File: config.mk
export PLATFORM = sky130hd
export DESIGN_NAME = aes_round_sequencer
export DESIGN_NICKNAME = d
export VERILOG_FILES = /design/src/rtl/aes_round_sequencer.sv
export SDC_FILE = /design/constraint.sdc
export NUM_CORES = 1
export LEC_CHECK = 0
export BUFFER_PORTS_ARGS = -buffer_cell sky130_fd_sc_hd__buf_2
export CAP_MARGIN = 20
export CORE_AREA = 2 2 358 360
export CTS_BUF_LIST = sky130_fd_sc_hd__clkbuf_4
export CTS_CLUSTER_SIZE = 28
export DETAILED_ROUTE_END_ITERATION = 12
export DIE_AREA = 0 0 360 362
export GPL_TIMING_DRIVEN = 0
export SYNTH_ARGS = -nofsm -noshare
export SYNTH_HDL_FRONTEND = slang
export SYNTH_SLANG_ARGS = --single-unit
File: constraint.sdc
create_clock -name clk -period 2.1 [get_ports clk]
set_clock_uncertainty 0.2 [all_clocks]
set_input_delay 0.42 -clock clk [delete_from_list [all_inputs] [get_ports clk]]
set_output_delay 0.42 -clock clk [all_outputs]
set_load 0.05 [all_outputs]
File: src/rtl/aes_round_sequencer.sv
// -----------------------------------------------------------------------------
// aes_round_sequencer
//
// Iterative AES-128 encryption controller. Holds the 128-bit cipher state and
// the current round key, and walks an external single-cycle round datapath
// (sub_bytes, shift_rows, mix_columns, add_round_key plus one key-expansion
// step) through the ten rounds. Plaintext enters and ciphertext leaves over
// valid/ready handshakes. A new block may be accepted in the same cycle the
// previous ciphertext is consumed, so blocks can stream one per NR+1 cycles.
//
// Ports
//   clk, rst_n           clock (rising edge), asynchronous active-low reset
//   flush_i              synchronous abort, returns to IDLE and clears data
//   in_valid_i/in_ready_o  plaintext/key handshake
//   pt_i, key_i          plaintext and cipher key, sampled on accept only
//   out_valid_o/out_ready_i  ciphertext handshake
//   ct_o                 ciphertext (the state register)
//   busy_o               high while rounds are in progress
//   round_o              current round number (0 idle, 1..NR)
//   rd_state_o, rd_key_o  state and previous round key to the round datapath
//   rd_rcon_o            round constant for the current round (0 outside ROUND)
//   rd_final_o           last round: datapath skips mix_columns
//   rd_state_i, rd_key_i  datapath results: next state and next round key
// Byte 0 of every W-bit bus sits at [W-1:W-8]; the state is column-major.
// -----------------------------------------------------------------------------
module aes_round_sequencer #(
    parameter int NR = 10,
    parameter int W  = 128
) (
    input  logic         clk,
    input  logic         rst_n,
    input  logic         flush_i,
    input  logic         in_valid_i,
    output logic         in_ready_o,
    input  logic [W-1:0] pt_i,
    input  logic [W-1:0] key_i,
    output logic         out_valid_o,
    input  logic         out_ready_i,
    output logic [W-1:0] ct_o,
    output logic         busy_o,
    output logic [3:0]   round_o,
    output logic [W-1:0] rd_state_o,
    output logic [W-1:0] rd_key_o,
    output logic [7:0]   rd_rcon_o,
    output logic         rd_final_o,
    input  logic [W-1:0] rd_state_i,
    input  logic [W-1:0] rd_key_i
);

    localparam logic [3:0] LAST_ROUND = 4'(NR);

    typedef enum logic [1:0] {
        IDLE  = 2'd0,
        ROUND = 2'd1,
        DONE  = 2'd2
    } fsm_e;

    fsm_e         fsm_q,   fsm_d;
    logic [3:0]   round_q, round_d;
    logic [W-1:0] state_q, state_d;
    logic [W-1:0] key_q,   key_d;
    logic         accept;

    // AES-128 round constants: successive doublings in GF(2^8), indexed by round.
    function automatic logic [7:0] rcon_of(input logic [3:0] round);
        case (round)
            4'd1:    rcon_of = 8'h01;
            4'd2:    rcon_of = 8'h02;
            4'd3:    rcon_of = 8'h04;
            4'd4:    rcon_of = 8'h08;
            4'd5:    rcon_of = 8'h10;
            4'd6:    rcon_of = 8'h20;
            4'd7:    rcon_of = 8'h40;
            4'd8:    rcon_of = 8'h80;
            4'd9:    rcon_of = 8'h1b;
            4'd10:   rcon_of = 8'h36;
            default: rcon_of = 8'h00;
        endcase
    endfunction

    // ------------------------------------------------------------------------
    // State register (FSM plus the data it owns)
    // ------------------------------------------------------------------------
    always_ff @(posedge clk or negedge rst_n) begin
        if (!rst_n) begin
            fsm_q   <= IDLE;
            round_q <= 4'd0;
            state_q <= '0;
            key_q   <= '0;
        end else begin
            // NOTE: non-blocking assignments let every flop sample the values
            // computed before this edge, independent of statement order.
            fsm_q   <= fsm_d;
            round_q <= round_d;
            state_q <= state_d;
            key_q   <= key_d;
        end
    end

    // ------------------------------------------------------------------------
    // Output logic (depends on the current state; in_ready also looks at
    // out_ready_i so a DONE block can hand over to a new one with no bubble)
    // ------------------------------------------------------------------------
    always_comb begin
        // NOTE: every output gets a default first so no path leaves one
        // unassigned, which would otherwise infer a latch.
        in_ready_o  = 1'b0;
        out_valid_o = 1'b0;
        busy_o      = 1'b0;
        rd_rcon_o   = 8'h00;
        rd_final_o  = 1'b0;
        case (fsm_q)
            IDLE: begin
                in_ready_o = !flush_i;
            end
            ROUND: begin
                busy_o     = 1'b1;
                rd_rcon_o  = rcon_of(round_q);
                rd_final_o = (round_q == LAST_ROUND);
            end
            DONE: begin
                out_valid_o = 1'b1;
                in_ready_o  = out_ready_i && !flush_i;
            end
            default: ;
        endcase
    end

    assign accept = in_valid_i && in_ready_o;

    // ------------------------------------------------------------------------
    // Next-state logic: FSM and round counter
    // ------------------------------------------------------------------------
    always_comb begin
        fsm_d   = fsm_q;
        round_d = round_q;
        if (flush_i) begin
            fsm_d   = IDLE;
            round_d = 4'd0;
        end else begin
            case (fsm_q)
                IDLE: begin
                    if (accept) begin
                        fsm_d   = ROUND;
                        round_d = 4'd1;
                    end
                end
                ROUND: begin
                    if (round_q == LAST_ROUND) begin
                        fsm_d = DONE;
                    end else begin
                        round_d = round_q + 4'd1;
                    end
                end
                DONE: begin
                    // Consumer taking the result while a new block is offered
                    // restarts immediately; otherwise fall back to IDLE.
                    if (accept) begin
                        fsm_d   = ROUND;
                        round_d = 4'd1;
                    end else if (out_ready_i) begin
                        fsm_d   = IDLE;
                        round_d = 4'd0;
                    end
                end
                default: begin
                    fsm_d   = IDLE;
                    round_d = 4'd0;
                end
            endcase
        end
    end

    // ------------------------------------------------------------------------
    // Next-state logic: state and round-key registers
    // ------------------------------------------------------------------------
    always_comb begin
        state_d = state_q;
        key_d   = key_q;
        if (flush_i) begin
            state_d = '0;
            key_d   = '0;
        end else if (accept) begin
            // Initial AddRoundKey happens here; round 1 then starts from it.
            state_d = pt_i ^ key_i;
            key_d   = key_i;
        end else if (fsm_q == ROUND) begin
            state_d = rd_state_i;
            key_d   = rd_key_i;
        end
    end

    assign ct_o       = state_q;
    assign round_o    = round_q;
    assign rd_state_o = state_q;
    assign rd_key_o   = key_q;

endmodule
==> impl_metrics.csv, run 1 <==
group,metric,value,unit
synthesis,async_reset_ff_share,100,%
final_layout,stdcell_count,4876,
sta,final-setup-viol-count,642,
flow_run,drv_cap,0,
setup_path,cp.required,1.48,ns
synthesis,synth_cell_types,31,
sta,timing.final.ws_setup,-0.747,ns
final_layout,final_area,39200,µm²
floorplan,initial_core_util,11.4,%
run_status,violations,"hold timing, setup timing",
setup_path,path_max_fanout,5,
place,port_buffers,915,
floorplan,die_w,360,µm
sta,finalCriticalPeriod,2.85,ns
clock_network,clk_pin_slew,0.08,ns
sta,worst_slew_pin_slew,0.927,ns
final_layout,final_cell_mix,"dlygate4sd3_1, buf_2, buf_6",
run_status,status,"finished, violations left",
clock_network,cts_root_buf,"clkbuf_4",
routing,via_count,19988,
clock_network,cts_buffer_depth,3,
routing,drc,0,
clock_network,hold_buffers,744,
power,irDropWorstVdd,0.379,mV
floorplan,dieArea,130000,µm²
power,cellPowerDensity,573,nW/µm²
clock_network,htreeDepth,3,
place,place.gp.congestion,0.989,
sta,slew_headroom,38.0,%
setup_path,critPathLaunchType,"flip-flop",
floorplan,num_rows,131,
place,dp_hpwl,89200,µm
global_routing,grt.overflow.total,0,
synthesis,synthCells,1180,
sta,rsz0062_at_grt,"yes",
final_layout,drive_gt1_share,56.3,%
synthesis,synth_area,14500,µm²
routing,routedWlPerCell,27.9,µm
floorplan,num_io_pins,917,
global_routing,antenna_found_initial,42,
setup_path,crit_path_end_kind,"output port",
sta,timing.hold.ws,-0.144,ns
sta,slew_viol_final,0,
clock_network,cts_sinks,262,
global_routing,grt_usage,19.0,%
final_layout,fillCellCount,12093,
final_layout,multi_input_area,8680,µm²
synthesis,seq_area_frac_synth,45.3,%
global_routing,grt_start_max_net_pins,101,
final_layout,layout_commonest_cell,"dlygate4sd3_1",
routing,wl,136000,µm
clock_network,cts_tree,"yes",
clock_network,numCtsBuffers,82,
routing,vias_per_cell,4.10,
floorplan,dieHeight,362,µm
sta,fmax,351,MHz
setup_path,cp.arrival,2.23,ns
synthesis,yosysWarnings,0,
routing,first_pass_iters,7,
routing,drtIter0Drc,1364,
synthesis,synth_nets,1703,
final_layout,area_delta_synth_final,171,%
floorplan,fp.coreArea,127000,µm²
synthesis,synth_ff_type,"dfrtp_1",
sta,report.final.hold_viol_count,78,
synthesis,synth_edf_count,0,
setup_path,critPathKind,"reg -> out",
power,p_leak,18.1,nW
routing,ant_nets,0,
final_layout,register_area,6650,µm²
place,place_inst,3763,
worst_hold_path,hold_path.class,"in -> async",
synthesis,ys_seq_elements,262,
final_layout,finish.utilization,31.0,%
power,total_power,22.5,mW
synthesis,syn_area_per_cell,12.3,µm²
clock_network,clk_latency,0.99,ns
place,placed_area,21400,µm²
final_layout,num-nets-final,3651,
global_routing,grt_pass1_vias,21120,
global_routing,grt_pass1_wl,171000,µm
sta,post-route-period-util,136,%
==> sequential cells by signal, summed over array words and instances (netlist names) <==
signal and flops:
round_o 4, rd_key_o 128, ct_o 128, fsm_q 2
==> path summary, 6_finish.rpt <==
path                            slack (ns)     startpoint  cells after the start       endpoint
worst max-delay path                 -0.75     round_o[0]                      6     rd_final_o
worst min-delay path                 -0.14          rst_n                      2   rd_key_o[54]
worst max register to register       -0.42       fsm_q[0]                     12       ct_o[24]
worst min register to register        0.31  rd_key_o[115]                      1  rd_key_o[115]
max in group asynchronous             0.30          rst_n                      4   rd_key_o[22]
min in group clk                      0.11   rd_key_i[43]                      4   rd_key_o[43]
==> critical path, cell delays in order (launching register included) <==
cell	delay, ns
dfrtp_2	0.45
inv_4	0.09
ha_4	0.14
nand3b_1	0.15
buf_4	0.21
nor2_4	0.11
buf_8	0.16
==> repair_timing <==
item                                    in CTS  in global routing
gates cloned                                 7                 23
endpoints found under the setup margin     640                658
hold endpoints to repair                   424                 78
setup buffers                              155                 33
pin swaps                                   56                101
gates resized for setup                   1437                441
==> power by group <==
group | total (mW) | internal, mW | switching [mW] | leakage [nW]
clock network | 5.56 | 2.59 | 2.97 | 0.602
logic | 10.8 | 4.93 | 5.85 | 14.2
registers | 6.15 | 5.50 | 0.657 | 3.35
==> metrics by stage <==
| stage | TNS, ns | worst slack, ns |
|---|---|---|
| after floorplan | -0.0449 | -0.0305 |
| after global routing | -194.37 | -0.952 |
| after detailed placement | -125.32 | -0.923 |
| final | -125.83 | -0.747 |
| after global placement | -1625.31 | -5.74 |
| after CTS | -199.77 | -0.815 |
==> logic make-up (layout without fill, tap and decap cells) <==
logic type | after synthesis | after routing | share of synthesized area [%]
buffers and inverters | 220 | 2227 | 11.3
flip-flops | 262 | 262 | 45.3
AND/OR/NAND/NOR | 35 | 35 | 1.23
other | 0 | 27 | 0
XOR/XNOR | 128 | 128 | 7.74
adder cells (fa/ha/maj) | 6 | 6 | 0.518
multiplexers | 257 | 257 | 17.8
AO/OA/AOI/OAI | 272 | 272 | 16.2
==> cells in the mapped netlist, drive strengths merged, types with 3 or more instances <==
library cell / instances / area share [%]
o2bb2ai: 256 / 15
ha: 6 / 0.52
buf: 168 / 9.9
mux2i: 257 / 18
nand2: 4 / 0.10
nand2b: 4 / 0.17
inv: 4 / 0.10
nor3: 3 / 0.10
xor2: 128 / 7.7
dfrtp: 262 / 45
nor2: 13 / 0.34
o21ai: 5 / 0.17
a21oi: 4 / 0.14
clkbuf: 48 / 1.2
==> layer usage <==
metal	global-route usage [%]	routed length, µm
met4	11.1	10100
met3	6.89	13400
met2	30.2	61800
met1	21.8	50600
met5	0	120
==> cell type report <==
cell class	count	area share, %
Buffer	206	6.49
Tap cell	1662	5.30
Clock buffer	118	2.26
Multi-Input combinational cell	698	22.1
Antenna cell	27	0.172
Timing Repair Buffer	1874	46.3
Sequential cell	262	17.0
Inverter	4	0.0542
Clock inverter	25	0.325
Note: power is estimated with default switching activity, not from simulation.
==> inputs of run 2 (changes only) <==
CORE_AREA = 2 2 357 359   (was 2 2 358 360)
DIE_AREA = 0 0 359 361   (was 0 0 360 362)
clock period = 3.7 ns   (was 2.1 ns; I/O delays follow)
==> impl_metrics.csv, run 2 (synthesis gave the netlist of run 1 again) <==
group,metric,value,unit
run_status,status,"finished, final reports clean",
global_routing,grt_start_max_net_pins,105,
routing,via_count,16991,
routing,wl,114000,µm
routing,drtIter0Drc,994,
sta,finalCriticalPeriod,3.45,ns
floorplan,num_rows,130,
floorplan,fp.coreArea,125000,µm²
global_routing,grt_pass1_vias,17723,
sta,fmax,290,MHz
setup_path,slowest_stage,"dfrtp_1",
global_routing,grt_pass1_wl,150000,µm
clock_network,cts_root_buf,"clkbuf_4",
setup_path,path_cells,"inv_1, ha_1, nand3b_1, a21oi_1, buf_2",
sta,rsz0062_at_grt,"no",
setup_path,critical-path-max-stage-delay,0.48,ns
routing,ant_nets,0,
clock_network,cts_tree,"yes",
worst_hold_path,hold_path_startpoint,"pt_i[7]",
clock_network,cts_sinks,262,
setup_path,critPathLaunchType,"flip-flop",
routing,wl_met3,10700,µm
clock_network,clk_pin_slew,0.07,ns
routing,drc,0,
power,p_leak,14.6,nW
final_layout,register_area,6560,µm²
global_routing,grt_usage,17.0,%
final_layout,area_delta_synth_final,90.3,%
routing,vias_per_cell,3.84,
setup_path,crit_start,"round_o[0]",
global_routing,antenna_found_initial,36,
setup_path,cp.arrival,2.51,ns
routing,m1WireLength,46000,µm
setup_path,r2r_start,"fsm_q[1]",
sta,worst_slew_pin_slew,0.996,ns
place,port_buffers,915,
final_layout,final_cell_mix,"buf_2, dlygate4sd3_1, dfrtp_1",
clock_network,htreeDepth,3,
place,dp_hpwl,91600,µm
final_layout,layout_commonest_cell,"buf_2",
clock_network,clk_latency,0.96,ns
floorplan,dieHeight,361,µm
routing,met2_length,52200,µm
sta,post-route-period-util,93.1,%
final_layout,multi_input_area,6310,µm²
setup_path,cp_num_buf_inv,2,
power,irDropWorstVdd,0.208,mV
final_layout,final_area,27600,µm²
setup_path,cpLargestDelayFamily,"flip-flops",
setup_path,crit_path_end_kind,"output port",
floorplan,initial_core_util,11.5,%
sta,slew_viol_final,0,
final_layout,drive_gt1_share,44.3,%
floorplan,num_io_pins,917,
routing,first_pass_iters,5,
power,cellPowerDensity,389,nW/µm²
floorplan,die_w,359,µm
setup_path,path_max_fanout,8,
power,total_power,10.7,mW
global_routing,grt.overflow.total,0,
place,place_ws,0.414,ns
sta,timing.final.ws_setup,0.254,ns
sta,slew_headroom,33.4,%
sta,report.final.hold_viol_count,0,
worst_hold_path,hold_path.class,"in -> reg",
final_layout,fillCellCount,13689,
place,place.gp.congestion,0.982,
routing,routedWlPerCell,25.7,µm
clock_network,cts_buffer_depth,3,
floorplan,dieArea,130000,µm²
final_layout,num-nets-final,3227,
clock_network,numCtsBuffers,82,
routing,highest_layer,"met5",
setup_path,critPathKind,"reg -> out",
place,placed_area,21300,µm²
flow_run,drv_cap,0,
sta,final-setup-viol-count,0,
setup_path,cp.required,2.76,ns
==> run 2: changes by cell type in the layout (fill, tap and decap cells not counted), sizes merged <==
cell / delta
clkbuf: +3
diode: -11
bufinv: +1
clkinv: -3
dlygate4sd3: -227
buf: -197
==> run 2: path summary, 6_finish.rpt <==
kind | cells past startpoint | end | slack (ns)
worst max-delay path | 5 | rd_rcon_o[2] | 0.25
worst min-delay path | 4 | ct_o[7] | 0.21
worst max register to register | 8 | rd_key_o[7] | 0.60
worst min register to register | 1 | rd_key_o[37] | 0.28
max in group asynchronous | 4 | ct_o[51] | 1.23
min in group asynchronous | 3 | rd_key_o[50] | 0.66
==> run 2: through the flow <==
step	utilization, %	hold slack (ns)	TNS (ns)	cells
finish	22.0	0.210	0	4430
global route	22.0	0.185	0	4422
CTS	21.9	0.0136	0	4412
detailed placement	17.0	0.269	0	3751
global placement	16.8	0.267	-1071.85	3745
floorplan	-	0.244	0	1180
==> run 2: layout make-up <==
cell class / count / area share [%]
multi-input cells: 698 / 22.9
diodes: 16 / 0.145
well taps: 1650 / 7.49
plain buffers: 216 / 5.89
clock buffers: 121 / 3.30
repair buffers: 1440 / 35.9
inverters: 4 / 0.0545
clock inverters: 23 / 0.490
flip-flops and latches: 262 / 23.8
==> run 2: report_power, final <==
group | switching, mW | leakage (nW) | internal (mW)
sequential | 0.221 | 3.46 | 3.11
clock | 1.60 | 0.618 | 1.56
combinational | 2.78 | 10.5 | 1.46
==> run 2: timing repair <==
item	4_1_cts	5_1_grt
buffers inserted	0	2
hold endpoints to repair	388	0
endpoints found under the setup margin	1	2
resized for setup	2	1
hold buffers	517	0
==> run 2: worst min-delay path, stage by stage <==
cell and delay [ns]:
buf_2 0.08, xor2_1 0.22, mux2i_1 0.18, o2bb2ai_1 0.09
==> run 2: per-layer routing <==
layer / GRT usage [%] / vias to the layer above
li1: - / 7368
met1: 20.4 / 8407
met2: 27.3 / 985
met3: 5.99 / 213
met4: 7.66 / 18
met5: 0 / -
